==> src/rtl/clock_set_ctrl.sv <==
// clock_set_ctrl: time-set controller for the digital clock counter.
//
// Debounced button pulses walk the controller through an hours edit and
// then a minutes edit. Leaving the minutes edit with btn_mode produces a
// single-cycle o_normal_en load pulse. While that pulse is high, the digit
// outputs present the edited time to the counter. If no button is pressed
// for TIMEOUT_CYCLES cycles during an edit, the edit is abandoned without a
// load pulse.
//
// Ports:
//   clk, rst              rising-edge clock, asynchronous active-high reset
//   btn_mode/inc/dec      single-cycle button pulses (btn_mode has priority)
//   cur_hours/minutes     live counter time, seeds the edit on entry
//   o_hours_*/o_minutes_* decimal digits of the edited time (combinational)
//   o_normal_en           one-cycle load strobe to the counter
//   o_edit_field          00 none, 01 hours, 10 minutes
//   o_blink               blink enable for the field under edit
//   o_busy                high whenever not idle
module clock_set_ctrl #(
  parameter int TIMEOUT_CYCLES = 600,
  parameter int BLINK_HALF     = 30
) (
  input  logic       clk,
  input  logic       rst,
  input  logic       btn_mode,
  input  logic       btn_inc,
  input  logic       btn_dec,
  input  logic [4:0] cur_hours,
  input  logic [5:0] cur_minutes,
  output logic [1:0] o_hours_left,
  output logic [3:0] o_hours_right,
  output logic [2:0] o_minutes_left,
  output logic [3:0] o_minutes_right,
  output logic       o_normal_en,
  output logic [1:0] o_edit_field,
  output logic       o_blink,
  output logic       o_busy
);

  localparam int TW = $clog2(TIMEOUT_CYCLES + 1);
  localparam int BW = $clog2(BLINK_HALF + 1);
  localparam logic [TW-1:0] TMO_LAST  = TW'(TIMEOUT_CYCLES - 1);
  localparam logic [BW-1:0] BCNT_LAST = BW'(BLINK_HALF - 1);

  typedef enum logic [1:0] {IDLE, SET_H, SET_M, LOAD} state_t;

  state_t        state, state_n;
  logic [4:0]    edit_h, edit_h_n;
  logic [5:0]    edit_m, edit_m_n;
  logic [TW-1:0] tmo, tmo_n;
  logic [BW-1:0] bcnt, bcnt_n;
  logic          blink, blink_n;

  always_ff @(posedge clk or posedge rst) begin
    if (rst) begin
      state  <= IDLE;
      edit_h <= '0;
      edit_m <= '0;
      tmo    <= '0;
      bcnt   <= '0;
      blink  <= 1'b0;
    end else begin
      state  <= state_n;
      edit_h <= edit_h_n;
      edit_m <= edit_m_n;
      tmo    <= tmo_n;
      bcnt   <= bcnt_n;
      blink  <= blink_n;
    end
  end

  // Counters and blink default to cleared. This covers state entry, any
  // button press and the non-edit states. Only a quiet edit cycle advances
  // them.
  always_comb begin
    state_n  = state;
    edit_h_n = edit_h;
    edit_m_n = edit_m;
    tmo_n    = '0;
    bcnt_n   = '0;
    blink_n  = 1'b0;
    unique case (state)
      IDLE: begin
        if (btn_mode) begin
          state_n  = SET_H;
          // Out-of-range live values seed as zero rather than an invalid edit.
          edit_h_n = (cur_hours   > 5'd23) ? 5'd0 : cur_hours;
          edit_m_n = (cur_minutes > 6'd59) ? 6'd0 : cur_minutes;
          blink_n  = 1'b1;
        end
      end
      SET_H, SET_M: begin
        if (btn_mode) begin
          if (state == SET_H) begin
            state_n = SET_M;
            blink_n = 1'b1;
          end else begin
            state_n = LOAD;
          end
        end else if (btn_inc || btn_dec) begin
          // inc+dec together cancel but still count as activity.
          blink_n = 1'b1;
          if (btn_inc && !btn_dec) begin
            if (state == SET_H) edit_h_n = (edit_h == 5'd23) ? 5'd0 : edit_h + 5'd1;
            else                edit_m_n = (edit_m == 6'd59) ? 6'd0 : edit_m + 6'd1;
          end else if (btn_dec && !btn_inc) begin
            if (state == SET_H) edit_h_n = (edit_h == 5'd0) ? 5'd23 : edit_h - 5'd1;
            else                edit_m_n = (edit_m == 6'd0) ? 6'd59 : edit_m - 6'd1;
          end
        end else if (tmo == TMO_LAST) begin
          state_n = IDLE;  // abandon edit, keep edited values, no load
        end else begin
          tmo_n = tmo + TW'(1);
          if (bcnt == BCNT_LAST) begin
            blink_n = ~blink;
          end else begin
            bcnt_n  = bcnt + BW'(1);
            blink_n = blink;
          end
        end
      end
      LOAD: state_n = IDLE;
      default: state_n = IDLE;
    endcase
  end

  logic [4:0] h_tens, h_units;
  logic [5:0] m_tens, m_units;

  always_comb begin
    h_tens  = edit_h / 5'd10;
    h_units = edit_h % 5'd10;
    m_tens  = edit_m / 6'd10;
    m_units = edit_m % 6'd10;
  end

  assign o_hours_left    = h_tens[1:0];
  assign o_hours_right   = h_units[3:0];
  assign o_minutes_left  = m_tens[2:0];
  assign o_minutes_right = m_units[3:0];

  // Decoded from state so that reset drops the strobe immediately.
  assign o_normal_en  = (state == LOAD);
  assign o_edit_field = (state == SET_H) ? 2'b01 : (state == SET_M) ? 2'b10 : 2'b00;
  assign o_blink      = blink;
  assign o_busy       = (state != IDLE);

endmodule

==> config.mk <==
export PLATFORM = sky130hd
export DESIGN_NAME = clock_set_ctrl
export DESIGN_NICKNAME = d
export VERILOG_FILES = /design/src/rtl/clock_set_ctrl.sv
export SDC_FILE = /design/constraint.sdc
export NUM_CORES = 1
export LEC_CHECK = 0
export ABC_AREA = 1
export CORE_UTILIZATION = 45
export CTS_BUF_LIST = sky130_fd_sc_hd__clkbuf_4 sky130_fd_sc_hd__clkbuf_8
export CTS_CLUSTER_SIZE = 10
export DETAILED_ROUTE_END_ITERATION = 12
export PLACE_DENSITY = 0.69
export SETUP_SLACK_MARGIN = 0.02
export SYNTH_ARGS = -nofsm -noshare
export SYNTH_HDL_FRONTEND = slang
export SYNTH_SLANG_ARGS = --single-unit
==> constraint.sdc <==
create_clock -name clk -period 2.4 [get_ports clk]
set_input_delay 0.48 -clock clk [delete_from_list [all_inputs] [get_ports clk]]
set_output_delay 0.48 -clock clk [all_outputs]
set_load 0.01 [all_outputs]
# ---- Word-level counts from Yosys, hierarchy flattened
# Cells that the tools add are included.
dict set report totals {
  reg_bits 29
  latch_bits 0
  ramBits 0
  mem_bits_ro 0
  input_bits 16
  output_inout_bits 18
  word_cells 97
  n_memories 0
}
dict set report classes {
  n_addsub 6
  multipliers 0
  div_mod_pow 4
  magnitude_cmp 2
  n_eq_ne 18
  n_shift 0
  mux 46
  bitwise_logic 1
  reduce_logical 14
}
# op count
set ops {}
lappend ops {{$mux W5} 15}
lappend ops {{$mux W6} 10}
lappend ops {{$mux W10} 4}
lappend ops {{$ne A3 B3 Y1 const B} 7}
lappend ops {{$reduce_and A7 Y1} 2}
lappend ops {{$mux W2} 6}
lappend ops {{$pmux W6 S2} 1}
lappend ops {{$add A10 B1 Y10 const B} 1}
lappend ops {{$add A5 B1 Y5 const B} 2}
lappend ops {{$eq A10 B10 Y1 const B} 1}
lappend ops {{$eq A5 B5 Y1 const B} 2}
lappend ops {{$pmux W5 S2} 1}
lappend ops {{$mux W1} 7}
lappend ops {{$add A6 B1 Y6 const B} 1}
lappend ops {{$div A6 B4 Y6 const B} 1}
lappend ops {{$eq A6 B6 Y1 const B} 1}
lappend ops {{$gt A6 B6 Y1 const B} 1}
lappend ops {{$logic_not A6 Y1} 1}
lappend ops {{$mod A6 B4 Y6 const B} 1}
lappend ops {{$ne A2 B2 Y1 const B} 3}
lappend ops {{$pmux W2 S3} 1}
lappend ops {{$sub A6 B1 Y6 const B} 1}
lappend ops {{$div A5 B4 Y5 const B} 1}
lappend ops {{$gt A5 B5 Y1 const B} 1}
lappend ops {{other kinds (15)} 19}

# ---- Depth between registers and ports, before layout
dict set report depth {
  ltp_word 8
  mapped_depth 17
  mapped_depth_nobuf 16
}

# ---- Worst setup path before layout
# OpenSTA, ideal clock, no wires.
dict set report synth_path {
  path_kind {reg-to-output}
  startpoint {register edit_h[3]}
  endpoint {output o_hours_right[2]}
  arrival_ns 1.915
  required_ns 1.920
  slack_ns 0.005
  path_stages_with_launch 13
  path_buffers 0
  cell_sequence {dfrtp_1 -> inv_1 -> ha_1 -> nor2_1 -> nor2_4 -> xor2_2 -> ha_1 -> nor2_1 -> nand2_1 -> nand2_1 -> nand2_2 -> or2_0 -> o21ai_1}
}
dict set report synth_between {
  elab_chain_len 1
}
# item line_no
set synth_rtl {}
lappend synth_rtl {{from (decl)} 48} ;# logic [4:0] edit_h, edit_h_n;
lappend synth_rtl {{from (signal assigned)} 64} ;# edit_h <= edit_h_n;
lappend synth_rtl {{$mod A5 B4 Y5} 132} ;# h_units = edit_h % 5'd10;
lappend synth_rtl {{to (decl)} 31} ;# output logic [3:0] o_hours_right,
# Every way passes these cells.

# ---- Worst setup path after layout
dict set report layout_path {
  startpoint {register edit_h[2]}
  endpoint {output o_hours_right[2]}
}
# Same word-level chain as after synthesis.

==> results.md <==
* Status: finished, violations left
* Failing checks: negative setup slack
* Final min period at 2.50 ns
* Synth Area in Simple Gates at between 30 and 40%
* Data required, critical path at 1.92 ns
* CP Class: reg2out
* TNS Setup at -0.443 ns
* Worst reg2reg path depth at 6
* Xor and xnor area share after synthesis at 6.20%
* PwrDens at 1650 nW/um^2
* GPL Wtd Cong at 0.849
* Setup WS pre-CTS at -0.297 ns
* FF-to-FF setup slack at 0.23 ns
* Fill count at 455
* Vias per cell at ~5.2
* Nets at 478
* Top_reg_cell synth: dfrtp_1
* Num ports at 34
* Flop pwr share at 13.1%
* Mux cell area share after synthesis at 0%
* CTS tree: built
* Final setup margin at -0.0986 ns
* Total track usage at 22.3%
* Area grow syn2layout at 40.3%
* Largest net degree at the start of global routing at 30
* Initial Util at 48.1%
* # setup viols final at 6
* Slew Viols, Final at 0
* Vias at 2610
* Final Hold Viols at 0
* Main combinational cell family by area after synthesis: simple AND/OR/NAND/NOR gates
* FF+latch count, synth at 29
* Crit-path max FO at 3
* 1st-pass router iterations at 4
* Int Power at 3.04 mW
* Antenna-violating nets left at 0
* Multi-input gate area at 1750 um^2
* Clock latency on the worst-skew pair at 0.28 ns
* Full die area at 5910 um^2
* YS warnings at 0
* CP Capture Type: primary output
* 1st-iter DRT viols at approximately 130
* Clk_skew at roughly 0.0063 ns
* Final wirelength at 6.45 mm
* Crit start category: flip-flop
* Total of max-cap violations at 0
* Post-synthesis compound-gate area fraction at 12.0%
* Fmax at 400 MHz
* Sw frac at 47.9%
* Relative slew margins at between 70 and 80%
* Initial antenna violation count at 0
* Gate power share at 77.7%
* RSZ-0062 raised after global routing: true
* Power share of the clock group at under 10%
* Flip-flop and latch area at 726 um^2
* Commonest non-fill, non-tap cell in the layout: nand2_1
* Syn Inst Count at 354
* Root Buffer: clkbuf_8
* N_diodes at 0
* Row count at 26
* Actual slew at the worst max-slew pin at 0.383 ns
* Hpwl dp at 4.45 mm
* RR Startpoint: state[0]
* Number of synthesized flops with an enable pin at 0
* Clock sink count at 29
* Final Cycle Share at 104%
* Critical path capture point: o_hours_right[2]
* Worst Setup SP: edit_h[2]
* Gr ovfl total at 0
* Port-buffer cells at 33
* Area share of fa/ha/maj cells after synthesis at 13.4%
* Total CTS buffers at 5
* Vias in the first global route at 2394
* Die Y at 76.9 um
* Maximum vdd drop at 0.00102 V
* Sw Pwr at 2.80 mW
* Arrival time at the worst endpoint at 2.02 ns
* Synth Cell Area at 2520 um^2
* First-pass GRT wire length at 10.7 mm
* Share of layout cells above drive strength 1 at roughly a quarter
* Core area at 5240 um^2
* Async SR Flop Fraction at 100%
* Leakage power at 1.73 nW
* Drt wl/cell at between 10 and 15 um
* H-tree depth at 2
* Count of cell types in the netlist at 33
* Max Root-Sink Buffers at 2
* Min-Delay Path Class: reg2reg
* Syn nets at a little under 400
* Most frequent cells in the layout: nand2_1 (69), buf_4 (45), inv_1 (30), nor2_1 (30)
* RR Endpoint: tmo[7]
* Remaining DRCs at 0
* Mean Syn Cell Area at just over 7 um^2
* Sequential share of the synthesized area at 28.8%
* Clock slew at reported path FFs at 0.07 ns
* Die X at 76.9 um
cells by family (layout without fill, tap and decap cells):
kind of cell	count (synthesis)	after routing
xor+xnor	17	17
compound gates	55	55
flops	29	29
simple gates	175	175
buf+inv	51	133
fa+ha+maj	27	27
worst min-delay path by stage:
| stage | startpoint | to | slack (ns) | cells past startpoint |
|---|---|---|---|---|
| 3_5_place_dp | bcnt[0] | bcnt[0] | 0.50 | 1 |
| 6_report | bcnt[0] | bcnt[0] | 0.51 | 1 |
| 5_1_grt | bcnt[0] | bcnt[0] | 0.54 | 1 |
| 4_1_cts | bcnt[0] | bcnt[0] | 0.51 | 1 |
| 2_1_floorplan | bcnt[0] | bcnt[0] | 0.46 | 1 |
| 3_3_place_gp | bcnt[0] | bcnt[0] | 0.48 | 1 |
flip-flops by register name (all words and copies together), names as in the netlist:
register	flops
edit_m	6
state	2
o_blink	1
bcnt	5
tmo	10
edit_h	5
per-stage QoR:
stage | cells | instance area [um^2] | utilization (%) | power [mW] | hold WS, ns
floorplan | 354 | 2520 | - | 3.03 | 0.461
global placement | 489 | 3200 | 61.1 | 4.66 | 0.480
detailed placement | 489 | 3200 | 61.1 | 4.70 | 0.498
CTS | 504 | 3420 | 65.4 | 5.36 | 0.507
global route | 506 | 3540 | 67.6 | 6.35 | 0.540
finish | 506 | 3540 | 67.6 | 5.84 | 0.514
area by class of cell:
cell class	instances	area share (%)
Multi-Input combinational cell	274	49.4
Sequential cell	29	20.5
Timing Repair Buffer	83	19.5
Inverter	42	4.70
Tap cell	70	2.48
Clock buffer	6	2.33
Clock inverter	2	1.06
per-layer routing:
metal / share of wire, % / global-route usage [%]
met4: 1.3 / 4.62
met3: 4.4 / 4.05
met5: 0 / 0
met2: 48 / 38.8
met1: 47 / 28.7
critical path, cell delays in order, from the launching register on:
cell     delay [ns]
dfrtp_1        0.41
ha_4           0.18
nor2_4         0.11
nor2_4         0.05
xor2_2         0.14
ha_2           0.17
nor2_1         0.08
nand2_1        0.05
nand2_1        0.07
nand2_2        0.06
or2_1          0.22
o21ai_2        0.05
buf_2          0.13
power groups by stage:
stage,clock [mW],combinational (mW),sequential [mW]
after floorplan,0,2.28,0.751
after global placement,0,3.91,0.751
after detailed placement,0,3.95,0.756
after CTS,0.549,4.05,0.757
after global routing,0.571,5.00,0.778
final,0.542,4.54,0.763
cell usage after synthesis, types with 4 or more instances:
cell type / n / area, um^2
buf_4: 4 / 30.0
ha_1: 27 / 338
inv_2: 7 / 26.3
o21ai_0: 19 / 95.1
o21ai_1: 4 / 20.0
nand2_2: 7 / 43.8
xor2_1: 14 / 123
a31oi_1: 6 / 37.5
inv_1: 34 / 128
nand3_1: 35 / 175
dfrtp_1: 29 / 726
nor3_1: 6 / 30.0
nand2_1: 78 / 293
a21oi_1: 17 / 85.1
nor2_1: 31 / 116
nand4_1: 6 / 37.5
timing repair:
item / in CTS / in global routing
endpoints found under the setup margin: 9 / 14
pin swaps: 13 / 17
gates resized for setup: 57 / 27
setup buffers: 7 / 2
hold buffers: 0 / 0
Note: power is estimated with default switching activity, not from simulation.
